$ cat config.mk
export PLATFORM = sky130hd
export DESIGN_NAME = imm_gen_pipe
export DESIGN_NICKNAME = d
export VERILOG_FILES = /design/src/rtl/imm_gen_pipe.sv
export SDC_FILE = /design/constraint.sdc
export NUM_CORES = 1
export LEC_CHECK = 0
export CORE_MARGIN = 10
export CORE_UTILIZATION = 50
export DETAILED_ROUTE_END_ITERATION = 12
export PLACE_DENSITY = 0.83
export SLEW_MARGIN = 20
export SYNTH_ARGS = -nofsm -noshare
export SYNTH_HDL_FRONTEND = slang
export SYNTH_SLANG_ARGS = --single-unit
$ cat constraint.sdc
create_clock -name clk -period 2.9 [get_ports clk]
set_clock_uncertainty 0.15 [all_clocks]
set_input_delay 0.29 -clock clk [delete_from_list [all_inputs] [get_ports clk]]
set_output_delay 0.29 -clock clk [all_outputs]
set_load 0.01 [all_outputs]
$ cat src/rtl/imm_gen_pipe.sv
// imm_gen_pipe: RV32I/RV64I immediate decoder with a 2-entry output FIFO and a saturating illegal counter
//   clk, reset (async, active-low), flush (sync, drops buffered results)
//   in_valid/in_ready/in_instr   : instruction word handshake
//   out_valid/out_ready          : result handshake; head drives out_imm/out_fmt/out_illegal
//   illegal_cnt                  : saturating count of accepted illegal words
module imm_gen_pipe #(
  parameter int XLEN  = 64,
  parameter int CNT_W = 16
) (
  input  logic             clk,
  input  logic             reset,
  input  logic             flush,
  input  logic             in_valid,
  output logic             in_ready,
  input  logic [31:0]      in_instr,
  output logic             out_valid,
  input  logic             out_ready,
  output logic [XLEN-1:0]  out_imm,
  output logic [2:0]       out_fmt,
  output logic             out_illegal,
  output logic [CNT_W-1:0] illegal_cnt
);
  localparam int EW = XLEN + 4;
  logic [6:0]    op;
  logic          shift;
  logic [31:0]   i_imm, s_imm, b_imm, u_imm, j_imm, sh_imm, w_imm, imm32;
  logic [2:0]    fmt;
  logic          ill;
  logic [EW-1:0] nw, e0, e1;
  logic [1:0]    cnt;
  logic          push, pop;
  assign op     = in_instr[6:0];
  assign shift  = in_instr[13:12] == 2'b01;
  assign i_imm  = {{20{in_instr[31]}}, in_instr[31:20]};
  assign s_imm  = {{20{in_instr[31]}}, in_instr[31:25], in_instr[11:7]};
  assign b_imm  = {{19{in_instr[31]}}, in_instr[31], in_instr[7], in_instr[30:25], in_instr[11:8], 1'b0};
  assign u_imm  = {in_instr[31:12], 12'b0};
  assign j_imm  = {{11{in_instr[31]}}, in_instr[31], in_instr[19:12], in_instr[20], in_instr[30:21], 1'b0};
  assign sh_imm = XLEN == 64 ? {26'b0, in_instr[25:20]} : {27'b0, in_instr[24:20]};
  assign w_imm  = {27'b0, in_instr[24:20]};
  // funct3 001/101 are exactly the encodings with bits [13:12] == 01
  always_comb begin
    imm32 = '0;
    fmt   = 3'd7;
    ill   = 1'b1;
    case (op)
      7'b0000011, 7'b1100111, 7'b1110011: {imm32, fmt, ill} = {i_imm, 3'd0, 1'b0};
      7'b0010011: {imm32, fmt, ill} = shift ? {sh_imm, 3'd5, XLEN == 32 && in_instr[25]} : {i_imm, 3'd0, 1'b0};
      7'b0011011: if (XLEN == 64) {imm32, fmt, ill} = shift ? {w_imm, 3'd5, in_instr[25]} : {i_imm, 3'd0, 1'b0};
      7'b0100011: {imm32, fmt, ill} = {s_imm, 3'd1, 1'b0};
      7'b1100011: {imm32, fmt, ill} = {b_imm, 3'd2, 1'b0};
      7'b0110111, 7'b0010111: {imm32, fmt, ill} = {u_imm, 3'd3, 1'b0};
      7'b1101111: {imm32, fmt, ill} = {j_imm, 3'd4, 1'b0};
      default: ;
    endcase
  end
  // every 32-bit immediate is sign-extended; shamt values have a clear top bit so this is also a zero-extend
  assign nw = {XLEN'($signed(imm32)), fmt, ill};
  assign in_ready  = cnt != 2'd2;
  assign out_valid = cnt != 2'd0;
  assign push = in_valid && in_ready && !flush;
  assign pop  = out_valid && out_ready;
  assign out_imm     = out_valid ? e0[EW-1:4] : '0;
  assign out_fmt     = out_valid ? e0[3:1] : 3'd7;
  assign out_illegal = out_valid && e0[0];
  always_ff @(posedge clk or negedge reset) begin
    if (!reset) begin
      cnt         <= 2'd0;
      e0          <= '0;
      e1          <= '0;
      illegal_cnt <= '0;
    end else begin
      cnt <= flush ? 2'd0 : cnt + {1'b0, push} - {1'b0, pop};
      if (pop && cnt == 2'd2) e0 <= e1;
      else if (push && (cnt == 2'd0 || pop)) e0 <= nw;
      if (push && cnt == 2'd1 && !pop) e1 <= nw;
      if (push && nw[0] && illegal_cnt != '1) illegal_cnt <= illegal_cnt + 1'b1;
    end
  end
endmodule

[Yosys cells after proc, flatten, opt, wreduce, memory -nomap -nowiden]
Index checks and enable logic that the tools add are counted.
Cells by class
  $add $sub $neg: 3
  eq/ne operators: 15
  multiplexer cells: 10
  reductions and logical operators: 19
Operators by type and width (number)
  $pmux W32 S7: 1
  $mux W68: 2
  $mux W36: 2
  $mux W64: 1
  $eq A7 B7 Y1 const B: 4
  $eq A7 B5 Y1 const B: 3
  $pmux W3 S7: 1
  $add A16 B1 Y16 const B: 1
  $ne A16 B16 Y1 const B: 1
  $eq A7 B6 Y1 const B: 2
  $logic_and A1 B1 Y1: 10
  $reduce_or A8 Y1: 1
  $eq A7 B2 Y1 const B: 1
  $eq A2 B1 Y1 const B: 2
  $reduce_bool A2 Y1: 2
  $mux W3: 1
  $pmux W1 S3: 1
  $reduce_or A3 Y1: 1
  $add A2 B1 Y2: 1
  $eq A2 B2 Y1 const B: 1
  $logic_not A1 Y1: 2
  $logic_not A2 Y1: 1
  $mux W2: 1
  $ne A2 B2 Y1 const B: 1
  3 further kinds: 3
Word-level totals
  register bits after elaboration: 122
  input port bits: 37
  output and inout port bits: 86
  logic and storage cells: 51

[Logic depth before layout (Yosys ltp)]
  depth in word-level cells: 6
  gate-level depth with buffers: 9
  gate-level depth less buffers: 9

[Worst setup path before layout]
Ideal clock, no wire load.
  kind: register to output
  from: register cnt[0]
  to: output out_imm[32]
  arrival: 2.243 ns
  data required time: 2.460 ns
  path slack: 0.217 ns
  stages on the path, launching flop included: 5
  buffers on the path: 2
  path through: dfrtp_1 -> nor2_1 -> clkbuf_1 -> nor2b_1 -> buf_4
On the way
  longest elaborated chain between the ends: 2
RTL lines
  start, declared: line 30  | logic [1:0] cnt;
  start signal, assigned: line 73  | cnt <= flush ? 2'd0 : cnt + {1'b0, push} - {1'b0, pop};
  $reduce_bool A2 Y1: line 60  | assign out_valid = cnt != 2'd0;
  $mux W64: line 63  | assign out_imm = out_valid ? e0[EW-1:4] : '0;
  end, declared: line 18  | output logic [XLEN-1:0] out_imm,
No other way between the ends.

[Worst setup path after layout]
  from: register cnt[0]
  to: output out_fmt[1]
On the way
  longest elaborated chain between the ends: 2
RTL lines
  $reduce_bool A2 Y1: line 60
  $mux W3: line 64  | assign out_fmt = out_valid ? e0[3:1] : 3'd7;
  end, declared: line 19  | output logic [2:0] out_fmt,
No other way between the ends.

==> flow_summary.ini <==
[setup_path]
critPathKind = flip-flop to primary output
path_cells = nor2_2, buf_4, inv_1, nand2_1, clkdlybuf4s50_1
cp_num_buf_inv = 3
path_delay_family = buffers and inverters
critPathSlowestCell = clkdlybuf4s50_1
r2r_cells = 9
start_kind = flip-flop
crit_arrival_ps = 2160
worstPathRequired_ps = 2460
r2r_end = cnt[1]
reg2reg_from = cnt[0]
reg2reg_slack_ps = 570
max_stage_delay_ps = 540
cp_max_fo = 36
cp-end-kind = primary output

[sta]
setup_viol = 0
slew_headroom_pct = 34.9
layout_setup_ws_ps = 299
max_freq_mhz = 384
worst_hold_slack_ps = 334
grt_setup_unrepaired = false
tns_ps = 0
tightest_slew_ps = 977
hold_viol = 0
min_period_ps = 2600
maxSlewViolCount = 0
period_share_pct = 89.7

[placement]
dp_hpwl_mm = 10.2
portBuffers = 122
dp_slack_ps = 192
gp_congestion = 0.879

[synth]
synth-warning-count = 0
syn_area_um2 = 4950
synth.net_count = 582
synth_edf_count = 0
ys_ff_latch = 90
async_reset_ff_share_pct = 100
ys_types = 57
ys.flop_type = dfrtp_1
ys_seq_area_share_pct = 45.5
syn_avg_cell_area_um2 = 9.14
synthCells = 542

[hold_path]
worstHoldStart = e1[0]
hold_end = e1[0]
whs_path_depth = 2
hold_path_class = flip-flop to flip-flop

[drt]
drc = 0
drt-total-wl_mm = 14.4
avgRoutedWirePerCell_um = 18.8
viasPerCell = 5.72
vias = 4386
drt-pass1-iter-count = 7
first_iter_violations = 387
ant_nets = 0

[clock_tree]
clk_pin_slew_ps = 90
cts_tree = built
post-cts-setup-buffers = 0
clockBufferDepth = 2
cts_root_buf = clkbuf_8
cts.htree.levels = 3
cts_sinks = 90
clk_latency_ps = 360
cts_made_buffers = 9

[power]
ir_drop_v = 0.000344
pwr_density_cell_nw_per_um2 = 730
totalPowerFinal_mw = 4.60
leakagePower_nw = 2.51

[grt]
grtUsageTotal_pct = 19.3
overflow = 0
grt_max_degree = 91
antenna_found_initial = 0
grt_pass1_wl_mm = 22.9
grt_pass1_vias = 4421

[run_status]
outcome = completed

[final_layout]
mostFrequentLayoutCell = clkdlybuf4s50_1
drive_above_1_share_pct = 10.6
fin_nets = 669
diodes = 0
area_growth_pct = 27.2
most-common-layout-cells = 121 x clkdlybuf4s50_1, 90 x dfrtp_1, 57 x nand2_1, 47 x nor2_1, 38 x nor2b_1

[die]
core_area_um2 = 9730
io_pins = 123
fp.dieH_um = 120
dieWidth_um = 120
die_area_um2 = 14300
rows = 36
start_util_pct = 50.9

[flow_run]
drv_cap = 0
## registers in the layout, summed over array words and instances (netlist names)
signal and cells:
illegal_cnt 16, e0 36, e1 36, cnt 2
## timing repair
action | 4_1_cts | 5_1_grt
gates resized for setup | 1 | 0
hold buffers | 0 | 1
endpoints found under the hold margin | 0 | 90
setup endpoints to repair | 33 | 0
## metrics by stage
stage          std cells  cell area [um^2]  util (%)
2_1_floorplan        542              4950         -
3_3_place_gp         750              6110      62.8
3_5_place_dp         750              6110      62.8
4_1_cts              766              6290      64.6
5_1_grt              767              6300      64.8
6_report             767              6300      64.8
## worst register-to-register path: stages, from the launching register on
cell and delay (ps):
dfrtp_1 460, nor2_2 200, buf_4 400, nor2_1 110, ha_1 310, inv_1 50
ha_1 150, xor2_1 200, xnor2_1 150, nor2_1 60
## cells in the mapped netlist, drive strengths merged (3+ instances only)
master  number  share of area (%)
dfrtp       90                 45
nand2       60                4.7
nor2        49                3.7
a31oi       43                6.5
buf         41                6.6
nor2b       39                4.9
a21oi       34                3.5
clkbuf      27                2.0
o22ai       27                3.4
nand3       24                2.6
xnor2       17                3.0
o21ai       14                1.4
inv         11               0.83
nand4        9                1.1
o211ai       5               0.76
or2          4               0.51
a21o         3               0.45
and3         3               0.38
ha           3               0.76
or3          3               0.48
## report_power, final
part	total [mW]	switching (mW)	leakage [nW]	internal, mW
sequential	2.02	0.291	1.13	1.72
combinational	1.79	0.864	1.30	0.929
clock	0.794	0.476	0.0864	0.318
total	4.60	1.63	2.51	2.97
## how the worst max path moves through the flow
stage                 from          end  cells past startpoint  slack (ps)
2_1_floorplan       cnt[0]  out_imm[32]                      4         220
3_3_place_gp   in_instr[5]       e1[17]                      6         250
3_5_place_dp   in_instr[5]       e1[20]                      6         190
4_1_cts             cnt[0]   out_fmt[1]                      5         300
5_1_grt             cnt[0]   out_fmt[0]                      4         200
6_report            cnt[0]   out_fmt[1]                      5         300
## cells by family after synthesis
family                     Yosys count  synth area share [%]
adders and majority gates            3                 0.758
muxes                                2                 0.455
xor gates and xnor gates            18                  3.18
buffers and inverters               79                  9.44
DFF                                 90                  45.5
and+or+nand+nor                    208                  21.3
AOI/OAI and AO/OA                  142                  19.4
## routing by layer
layer / GRT usage [%] / share of wire [%] / routed length, um / vias to the layer above
met5: 0 / 0 / 0 / -
met3: 4.13 / 6.2 / 893 / 28
met2: 32.8 / 50 / 7170 / 182
li1: - / - / - / 2052
met1: 24.0 / 42 / 6080 / 2124
met4: 5.96 / 2.1 / 301 / 0
## area by class of cell
cell class	count	area, um^2
well taps	133	166
clock buffers	9	124
repair buffers	144	1420
flip-flops and latches	90	2250
clock inverters	7	51.3
multi-input cells	373	2250
fillers	824	3430
inverters	11	41.3
Power figures use the tool's default switching activity.
